--- config.mk ---
export PLATFORM = sky130hd
export DESIGN_NAME = mem_burst_master
export DESIGN_NICKNAME = d
export VERILOG_FILES = /design/src/rtl/mem_burst_master.sv
export SDC_FILE = /design/constraint.sdc
export NUM_CORES = 1
export LEC_CHECK = 0
export CAP_MARGIN = 20
export CORE_AREA = 5 5 273 275
export CTS_BUF_LIST = sky130_fd_sc_hd__clkbuf_16
export DETAILED_ROUTE_END_ITERATION = 12
export DIE_AREA = 0 0 278 280
export PLACE_DENSITY = 0.5
export RECOVER_POWER = 25
export SETUP_SLACK_MARGIN = 0.05
export SYNTH_ARGS = -nofsm -noshare
export SYNTH_HDL_FRONTEND = slang
export SYNTH_SLANG_ARGS = --single-unit
export TNS_END_PERCENT = 50
--- constraint.sdc ---
create_clock -name clk -period 7.46 [get_ports clk]
set_clock_uncertainty 0.1 [all_clocks]
set_input_delay 1.492 -clock clk [delete_from_list [all_inputs] [get_ports clk]]
set_output_delay 1.492 -clock clk [all_outputs]
set_load 0.02 [all_outputs]
--- src/rtl/mem_burst_master.sv ---
// mem_burst_master: burst load/store master for a word-addressed data memory.
// Requests carry a base word address, a beat count and a scalar/vector flag;
// stores stream beats from wr_* to the memory, loads stream memory words out
// on rd_* with a one-entry output register and backpressure.
//
// Optional feature: define MEM_BURST_MASTER_ERRCHK_EN to enable request range
// checking (misaligned vector base, or burst end beyond word 120999). Rejected
// requests finish immediately with err=1. Without the macro err is tied to 0.
module mem_burst_master #(
    parameter int unsigned LEN_W = 16
) (
    input  logic             clk,
    input  logic             rst,
    input  logic             req_valid,
    output logic             req_ready,
    input  logic             req_write,
    input  logic             req_vf,
    input  logic [31:0]      req_base,
    input  logic [LEN_W-1:0] req_len,
    input  logic             wr_valid,
    output logic             wr_ready,
    input  logic [127:0]     wr_data,
    output logic             rd_valid,
    input  logic             rd_ready,
    output logic [127:0]     rd_data,
    output logic             rd_last,
    output logic             mem_we,
    output logic             mem_vf,
    output logic [127:0]     mem_addr,
    output logic [127:0]     mem_wd,
    input  logic [127:0]     mem_rd,
    output logic             busy,
    output logic             done,
    output logic             err
);

    typedef enum logic [2:0] {
        IDLE,
        WRITE,
        READ,
        DRAIN,
        DONE
    } state_t;

    state_t             state;
    logic [31:0]        addr;
    logic [LEN_W-1:0]   cnt;
    logic               vf_q;

    logic [31:0]        stride;
    logic               last_beat;
    logic               rd_take;
    logic [127:0]       rd_word;
    logic               req_bad;

    // Beat stride, final-beat detect and load-data formatting.
    always_comb begin
        stride    = vf_q ? 32'd4 : 32'd1;
        last_beat = (cnt == {{(LEN_W-1){1'b0}}, 1'b1});
        rd_take   = (state == READ) && (!rd_valid || rd_ready);
        rd_word   = vf_q ? mem_rd : {96'b0, mem_rd[31:0]};
    end

    // State-decoded outputs; mem_we follows wr_valid directly in WRITE.
    always_comb begin
        req_ready = (state == IDLE);
        busy      = (state != IDLE);
        wr_ready  = (state == WRITE);
        mem_we    = (state == WRITE) && wr_valid;
        mem_wd    = (state == WRITE) ? wr_data : '0;
        mem_vf    = (state != IDLE) ? vf_q : 1'b0;
        mem_addr  = {96'b0, addr};
    end

`ifdef MEM_BURST_MASTER_ERRCHK_EN
    localparam logic [63:0] ADDR_LIMIT = 64'd121000;

    logic [63:0] req_span;
    logic [63:0] req_end;
    logic        err_q;

    // Range check on the offered request; the end address is computed
    // one past the last word, in 64 bits so it cannot wrap.
    always_comb begin
        req_span = req_vf ? (64'(req_len) << 2) : 64'(req_len);
        req_end  = 64'(req_base) + req_span;
        req_bad  = (req_vf && (req_base[1:0] != 2'b00)) || (req_end > ADDR_LIMIT);
    end

    // Error flag: captured at acceptance, presented alongside done.
    always_ff @(posedge clk or posedge rst) begin
        if (rst) begin
            err_q <= 1'b0;
        end else if (state == IDLE && req_valid) begin
            err_q <= req_bad;
        end else if (state == DONE) begin
            err_q <= 1'b0;
        end
    end

    assign err = err_q;
`else
    assign req_bad = 1'b0;
    assign err     = 1'b0;
`endif

    // Request sequencing, address/count tracking and the load output register.
    // The WRITE/READ state itself records the latched direction.
    always_ff @(posedge clk or posedge rst) begin
        if (rst) begin
            state    <= IDLE;
            addr     <= '0;
            cnt      <= '0;
            vf_q     <= 1'b0;
            rd_valid <= 1'b0;
            rd_data  <= '0;
            rd_last  <= 1'b0;
            done     <= 1'b0;
        end else begin
            done <= 1'b0;
            case (state)
                IDLE: begin
                    if (req_valid) begin
                        addr <= req_base;
                        cnt  <= req_len;
                        vf_q <= req_vf;
                        if (req_bad || (req_len == '0)) begin
                            state <= DONE;
                            done  <= 1'b1;
                        end else if (req_write) begin
                            state <= WRITE;
                        end else begin
                            state <= READ;
                        end
                    end
                end

                WRITE: begin
                    if (wr_valid) begin
                        addr <= addr + stride;
                        cnt  <= cnt - 1'b1;
                        if (last_beat) begin
                            state <= DONE;
                            done  <= 1'b1;
                        end
                    end
                end

                READ: begin
                    if (rd_take) begin
                        rd_data  <= rd_word;
                        rd_valid <= 1'b1;
                        rd_last  <= last_beat;
                        addr     <= addr + stride;
                        cnt      <= cnt - 1'b1;
                        if (last_beat) begin
                            state <= DRAIN;
                        end
                    end
                end

                DRAIN: begin
                    if (rd_ready) begin
                        rd_valid <= 1'b0;
                        rd_last  <= 1'b0;
                        state    <= DONE;
                        done     <= 1'b1;
                    end
                end

                DONE: begin
                    state <= IDLE;
                end

                default: begin
                    state <= IDLE;
                end
            endcase
        end
    end

endmodule

## After elaboration in Yosys (flattened, before gate mapping)

Index checks and enable logic that the tools add are counted.

| operators by class | value |
|---|---|
| muxes and demuxes | 32 |
| add/subtract/negate cells | 2 |
| reduce and logical (&&, ||, !) cells | 14 |
| eq/ne operators | 10 |

Operator list:

| kind | number |
|---|---|
| $mux 128 | 2 |
| $mux 32 | 3 |
| $pmux 32 s3 | 1 |
| $mux 16 | 3 |
| $pmux 16 s3 | 1 |
| $add 32x3->32 | 1 |
| $mux 3 | 8 |
| $eq 16x1->1 const B | 1 |
| $logic_not 16->1 | 1 |
| $sub 16x1->16 const B | 1 |
| $pmux 3 s4 | 1 |
| $ne 2x2->1 const B | 5 |
| $mux 1 | 9 |
| $eq 3x2->1 const B | 2 |
| $reduce_and 6->1 | 1 |
| $reduce_bool 3->1 | 2 |
| $pmux 1 s2 | 2 |
| $reduce_and 2->1 | 2 |
| $reduce_and 4->1 | 1 |
| $eq 3x1->1 const B | 1 |
| $logic_not 3->1 | 1 |
| $pmux 1 s3 | 1 |
| $reduce_and 3->1 | 1 |
| $logic_and 1x1->1 | 2 |
| other kinds (5) | 5 |

| storage, ports and cells | value |
|---|---|
| output and inout bits | 393 |
| input port bits | 311 |
| bits in registers | 183 |
| word-level logic and storage cells | 66 |

## Logic depth before layout (Yosys ltp)

Gate-level depths: netlist (run 1).

| depth | value |
|---|---|
| word-level depth | 5 |
| gate-level depth with buffers | 11 |

## Least setup slack after synthesis (run 1)

OpenSTA, ideal clock, no wires.

| timing | value |
|---|---|
| path kind | input to output |
| from | input port wr_data[0] |
| to | output port mem_wd[0] |
| required time | 5.868 ns |
| stages on the path | 1 |
| data arrival time | 1.702 ns |
| path slack | 4.166 ns |
| path buffers | 0 |
| cells stage by stage | and2_1 |

| between the ends | value |
|---|---|
| longest elaborated chain between the ends | 1 |

RTL lines:

| element | line | source |
|---|---|---|
| from (decl) | 22 | `input logic [127:0] wr_data,` |
| $mux 128 | 70 | `mem_wd = (state == WRITE) ? wr_data : '0;` |
| to (decl) | 30 | `output logic [127:0] mem_wd,` |

Every way passes these cells.

## Worst setup path in the final report (run 1)

| timing | value |
|---|---|
| from | input port rd_ready |
| to | register addr[29] |

| between the ends | value |
|---|---|
| longest elaborated chain between the ends | 4 |

RTL lines:

| element | line | source |
|---|---|---|
| from (decl) | 24 | `input logic rd_ready,` |
| $logic_or 1x1->1 | 60 | `rd_take = (state == READ) && (!rd_valid \|\| rd_ready);` |
| $logic_and 1x1->1 | 60 |  |
| $ne 2x2->1 (no line) | - |  |
| $reduce_and 4->1 (no line) | - |  |
| to (signal assigned) | 124 | `addr <= req_base;` |
| to (signal assigned) | 140 | `addr <= addr + stride;` |
| to (signal assigned) | 154 | `addr <= addr + stride;` |
| to (decl) | 46 | `logic [31:0] addr;` |

Every way passes these cells.
A chain may end at the register's enable or synchronous reset.

==> impl_results.md, run 1 <==
* Reg2Reg Launch Point: state[0]$_DFFE_PP0P_
* Layout cell share with drive strength beyond 1 at around 5%
* Non-Filler Instances at 2684
* Setup Fix Bufs, Post-CTS at 0
* Max cap viols at 1
* Clk root buf: clkbuf_16
* Setup TNS at 0 ps
* Total grt overflow at 0
* Place WS at 2770 ps
* Reg-to-Reg End: addr[29]$_DFFE_PP0P_
* Synthesized cell area at 10300 um2
* Leakage power total at 6.98 nW
* RSZ-0062 raised after global routing: no
* DRT Pass-1 Iters at 5
* RD Place Congestion at 0.866
* R2R depth at 5
* Worst vdd ir at 0.200 mV
* Ant. Diodes at 0
* Std cell rows at 99
* Total GRT Usage at 12.9%
* Worst EP arrival at 5360 ps
* Yosys Warn Count at 0
* Drt via density at 3.83
* Startpoint types: input port
* Fin. max-slew vios at 56
* Endpoint type of the worst setup path: register
* First-pass GRT wire length at 74100 um
* Crit Path Max Fanout at 55
* Final Instance Area at 17500 um2
* Post-Synthesis Cells at 1158
* Violated checks: capacitance limit, slew limit
* R2R setup slack at 3400 ps
* Dpl hpwl at 42300 um
* CTS tree: done
* Critical path class: in -> reg
* Slew margin rel. at -75.3%
* Worst Hold Path EP: rd_data[60]$_DFFE_PP0P_
* Asr flop ratio synth at between 90% and 100%
* Final period utilization at 68.2%
* Hold_buf cts at 0
* Status: finished with violations
* Final wirelength at 52700 um
* Die area at 77800 um2
* Syn avg cell area at ~9 um2
* Hold Startpoint: rd_data[60]$_DFFE_PP0P_
* Worst-Skew Late Latency at 480 ps
* Die W at 278 um
* PnR worst setup slack at ~2400 ps
* FMAX at ~0.2 GHz
* Clk sink count at between 150 and 200
* Clock Path Buffers at 2
* Final hold violation count at 0
* Placed Cells at 2652
* Post-route ant nets at 0
* Synth top area cells: dfrtp_1, nand2_1, and2_1
* CTS resizes at 0
* Synth cell types at between 70 and 80
* Actual slew at the worst max-slew pin at 2630 ps
* Area delta synth->final at 70.1%
* Post-layout util at around 24%
* Vias in the first global route at 10.5k
* Antenna violations before repair at 20
* Starting Density at between 10 and 15%
* Hold Crit Class: reg -> reg
* Clock transition at path regs at ~90 ps
* Largest net degree at the start of global routing at 141
* Layout Nets at 2028
* CTS buffer count at 17
* H-tree levels at 4
* Routed wire length per instance at just under 20 um
* Routed vias at 10.3k
* DRC viols at 0
* Min Clock Period, post-route at 5080 ps
* Final setup violating endpoints at 0
* Post-synth top area cell: dfrtp_1
* Post-synthesis sequential area ratio at ~45%
* Yosys top cell area share at 44.6%
* Die Ht at 280 um
* Post-synth EDFFs at 0
* Hold-critical path depth at 2
* Top Ports at 704
* PD cells at 374 nW/um2
* Post-synthesis register bit count at 183
* Predominant post-synthesis flop cell: dfrtp_1
* Initial drt markers at approximately 500
* I/O Buffers at 606
* Core area at 72100 um2
* CP required at 7740 ps
* Post-DP Area at 16900 um2
-- critical path, cell delays in order --
cell           delay [ps]
dlygate4sd3_1         620
nor2b_1               140
o32ai_4               250
clkbuf_1             1880
nand3_1               540
o211a_1               390
-- cells by family (layout without fill, tap and decap cells) --
group,Yosys count,count (layout),share of synthesized area (%)
mux,35,35,4.97
simple gates,499,499,24.2
flops,183,183,44.6
other cells,1,97,0.0365
xor+xnor,2,2,0.170
compound gates,247,247,14.4
buf+inv,186,657,11.1
fa+ha+maj,5,5,0.609
-- layer usage --
metal	global-route usage, %	vias to the layer above	wire length (um)
li1	-	4848	-
met1	14.7	4890	20500
met2	22.9	481	26700
met3	4.68	66	4490
met4	3.59	6	973
met5	0	-	47
-- cell type report --
type | instances | area, um2
fill | 7823 | 54600
timing repair buffer | 615 | 6140
multi-input combinational | 885 | 4900
sequential | 183 | 4580
tap | 959 | 1200
clock buffer | 17 | 425
clock inverter | 15 | 186
inverter | 10 | 45.0
-- synthesized netlist by cell type (11+ instances only) --
| cell | instances |
|---|---|
| clkbuf_1 | 53 |
| nand4_1 | 11 |
| and2_1 | 129 |
| nand3_1 | 18 |
| buf_4 | 99 |
| o21ai_0 | 12 |
| nand2_1 | 238 |
| buf_2 | 13 |
| nor3_1 | 13 |
| o21ai_1 | 110 |
| dfrtp_1 | 183 |
| mux2_4 | 32 |
| o22ai_1 | 14 |
| nor2_1 | 37 |
| a21oi_1 | 54 |
-- worst max path at each step --
stage,from,end,cells after the start
after detailed placement,wr_data[7],mem_wd[7],3
after CTS,state[2]$_DFFE_PP0P_,mem_wd[7],5
after floorplan,rst,addr[0]$_DFFE_PP0P_,1
after global routing,rd_ready,addr[29]$_DFFE_PP0P_,6
after global placement,wr_data[7],mem_wd[7],3
final,rd_ready,addr[29]$_DFFE_PP0P_,6
-- registers in the layout, summed over array words and instances (netlist names) --
name,flops
vf_q,1
rd_valid,1
state,3
cnt,16
addr,32
done,1
rd_data,128
rd_last,1
-- cells in the final DEF (no fill, tap or decap), drive strengths merged, types with 7 or more instances in the layout --
cell type / count
a211oi: 7
a21oi: 54
a2bb2oi: 10
and2: 129
and3: 7
buf: 8
clkbuf: 18
clkdlybuf4s50: 574
clkinv: 7
conb: 97
dfrtp: 183
dlygate4sd3: 32
inv: 16
mux2: 32
nand2: 238
nand3: 19
nand4: 12
nor2: 39
nor3: 14
nor4: 13
o21ai: 122
o22ai: 14
or3: 9
-- through the flow --
step           power (mW)  hold slack [ps]
6_report             6.53              381
5_1_grt              7.03              397
4_1_cts              6.71              392
3_5_place_dp         5.69              374
3_3_place_gp         5.65              370
2_1_floorplan        4.11              387
-- power by group --
part / internal (mW) / switching [mW] / leakage (nW) / total, mW
sequential: 1.39 / 0.360 / 2.28 / 1.75
combinational: 1.60 / 2.21 / 4.41 / 3.81
clock: 0.482 / 0.484 / 0.296 / 0.966
Note: power is estimated with default switching activity, not from simulation.
==> run 2: changes to the inputs <==
--- a/config.mk
+++ b/config.mk
@@ -10,7 +10,7 @@
 export CTS_BUF_LIST = sky130_fd_sc_hd__clkbuf_16
 export DETAILED_ROUTE_END_ITERATION = 12
 export DIE_AREA = 0 0 278 280
-export PLACE_DENSITY = 0.5
+export PLACE_DENSITY = 0.51
 export RECOVER_POWER = 25
 export SETUP_SLACK_MARGIN = 0.05
 export SYNTH_ARGS = -nofsm -noshare
==> constraint.sdc (replaced) <==
create_clock -name clk -period 4.1 [get_ports clk]
set_clock_uncertainty 0.1 [all_clocks]
set_input_delay 0.82 -clock clk [delete_from_list [all_inputs] [get_ports clk]]
set_output_delay 0.82 -clock clk [all_outputs]
set_load 0.02 [all_outputs]
==> impl_results.md, run 2 (synthesis results as in run 1) <==
* DRC viols at 0 (unchanged)
* CP Capture Point: mem_wd[7]
* Routed wire length per instance at 19.9 um (+1.2%)
* Clock Path Buffers at 2 (unchanged)
* First-pass GRT wire length at 76200 um (+2.9%)
* Starting Density at 14.3% (unchanged)
* Min Clock Period, post-route at 3710 ps
* Area delta synth->final at 72.0%
* CTS tree: done
* Layout Nets at 2054 (+1.3%)
* Setup Fix Bufs, Post-CTS at 0 (unchanged)
* Largest net degree at the start of global routing at 131 (-7.1%)
* RSZ-0062 raised after global routing: no
* Final setup violating endpoints at 0 (unchanged)
* Die Ht at 280 um (unchanged)
* Post-route ant nets at 0 (unchanged)
* Clk sink count at 183 (unchanged)
* Initial drt markers at 645 (+30%)
* Biggest registers after layout: rd_data x128, addr x32, cnt x16
* Violated checks: capacitance limit, slew limit
* Worst EP arrival at 2790 ps (-2570 ps)
* Antenna violations before repair at 25 (+25%)
* Total grt overflow at 0 (unchanged)
* DRT Pass-1 Iters at 5 (unchanged)
* Layout cell share with drive strength beyond 1 at 6.23% (+1.3 points)
* Post-layout util at 24.5% (+0.28 points)
* Critical Path Start: state[0]$_DFFE_PP0P_
* Startpoint types: register
* Worst-Skew Late Latency at 480 ps (about the same)
* Fill count at 7861 (+0.49%)
* CP required at 3180 ps (-4560 ps)
* Most flops, register: rd_data
* FMAX at about 0.27 GHz
* Hold Crit Class: reg -> reg
* PD cells at 688 nW/um2 (+84%)
* Critical path class: reg -> out
* H-tree levels at 4 (unchanged)
* Final hold violation count at 0 (unchanged)
* Core area at 72100 um2 (unchanged)
* Final period utilization at approximately 91%
* Routed vias at 10.6k (+2.6%)
* Drt via density at 3.89 (+1.5%)
* Most frequent cells in the layout: clkdlybuf4s50_1, nand2_1, dfrtp_1, and2_1, o21ai_1
* Reg area at 4580 um2 (unchanged)
* Hold_buf cts at 0 (unchanged)
* Clk root buf: clkbuf_16
* Die area at 77800 um2 (unchanged)
* CTS resizes at 0 (unchanged)
* Reg-to-Reg End: addr[27]$_DFFE_PP0P_
* Commonest non-fill, non-tap cell in the layout: clkdlybuf4s50_1
* I/O Buffers at 606 (unchanged)
* Die W at 278 um (unchanged)
* R2R setup slack at 1050 ps (-2350 ps)
* Status: finished with violations
* Dpl hpwl at 44000 um (+4.2%)
* Total power at 12.2 mW (+86%)
* Final wirelength at 54000 um (+2.4%)
* Multi-input logic area at 4940 um2 (+0.87%)
* Leakage power total at 7.04 nW (+0.77%)
* Total GRT Usage at 13.2% (+0.25 points)
* Crit Path Max Fanout at 130 (+140%)
* Reg2Reg Launch Point: vf_q$_DFFE_PP0P_
* Std cell rows at 99 (unchanged)
* Actual slew at the worst max-slew pin at 2040 ps (-584 ps)
* Worst vdd ir at 0.325 mV (+62%)
* Max cap viols at 2 (+1)
* Clock transition at path regs at 80 ps (about the same)
* R2R depth at 7 (+2)
* Endpoint type of the worst setup path: output port
* Max reg flops at 128 (unchanged)
* CTS buffer count at 17 (unchanged)
* Fin. max-slew vios at 70 (+25%)
* Slew margin rel. at -36.3% (+39 points)
* Vias in the first global route at 10.8k (+2.9%)
* RD Place Congestion at 0.872 (+0.67%)
* Setup TNS at 0 ps (unchanged)
* Top Ports at 704 (unchanged)
run 2: area by class of cell:
class | count | area share, %
multi-input combinational | 885 | 27.9
tap | 959 | 6.79
inverter | 10 | 0.219
timing repair buffer | 641 | 35.9
sequential | 183 | 25.9
clock buffer | 17 | 2.41
clock inverter | 15 | 0.786
antenna | 4 | 0.0566
run 2: worst min path at each step:
stage	startpoint	to	slack, ps	depth (start not counted)
6_report	rd_data[86]$_DFFE_PP0P_	rd_data[86]$_DFFE_PP0P_	390	2
5_1_grt	rd_data[72]$_DFFE_PP0P_	rd_data[72]$_DFFE_PP0P_	410	2
4_1_cts	rd_data[87]$_DFFE_PP0P_	rd_data[87]$_DFFE_PP0P_	390	2
3_5_place_dp	rd_data[87]$_DFFE_PP0P_	rd_data[87]$_DFFE_PP0P_	370	2
3_3_place_gp	rd_data[54]$_DFFE_PP0P_	rd_data[54]$_DFFE_PP0P_	370	2
2_1_floorplan	cnt[15]$_DFFE_PP0P_	cnt[15]$_DFFE_PP0P_	390	2
run 2: worst max-delay path, stage by stage, from the launching register on:
cell and delay [ps]:
dfrtp_1 670, inv_1 170, nor2_4 150, buf_12 330, and2_1 290, clkdlybuf4s50_1 640
run 2: per-stage QoR:
step	instances	instance area, um2	worst slack, ps	hold WS, ps
after floorplan	1254	10600	829	387
after global placement	2677	17200	701	369
after detailed placement	2678	17200	704	375
after CTS	2710	17800	276	392
after global routing	2712	17700	142	410
final	2714	17700	388	386
run 2: metal layers:
layer  part of all wire (%)  wire [um]  vias up  GRT usage, %
li1                       -          -     4900             -
met1                     40      21700     5010          15.8
met2                     48      26100      564          22.5
met3                    9.5       5150       74          4.84
met4                    1.8        957       10          3.50
met5                   0.11         61        -             0
run 2: where the power goes:
group          total, mW  switching (mW)  internal, mW
Clock               1.65           0.856         0.797
Combinational       7.30            4.13          3.17
Sequential          3.21           0.671          2.53
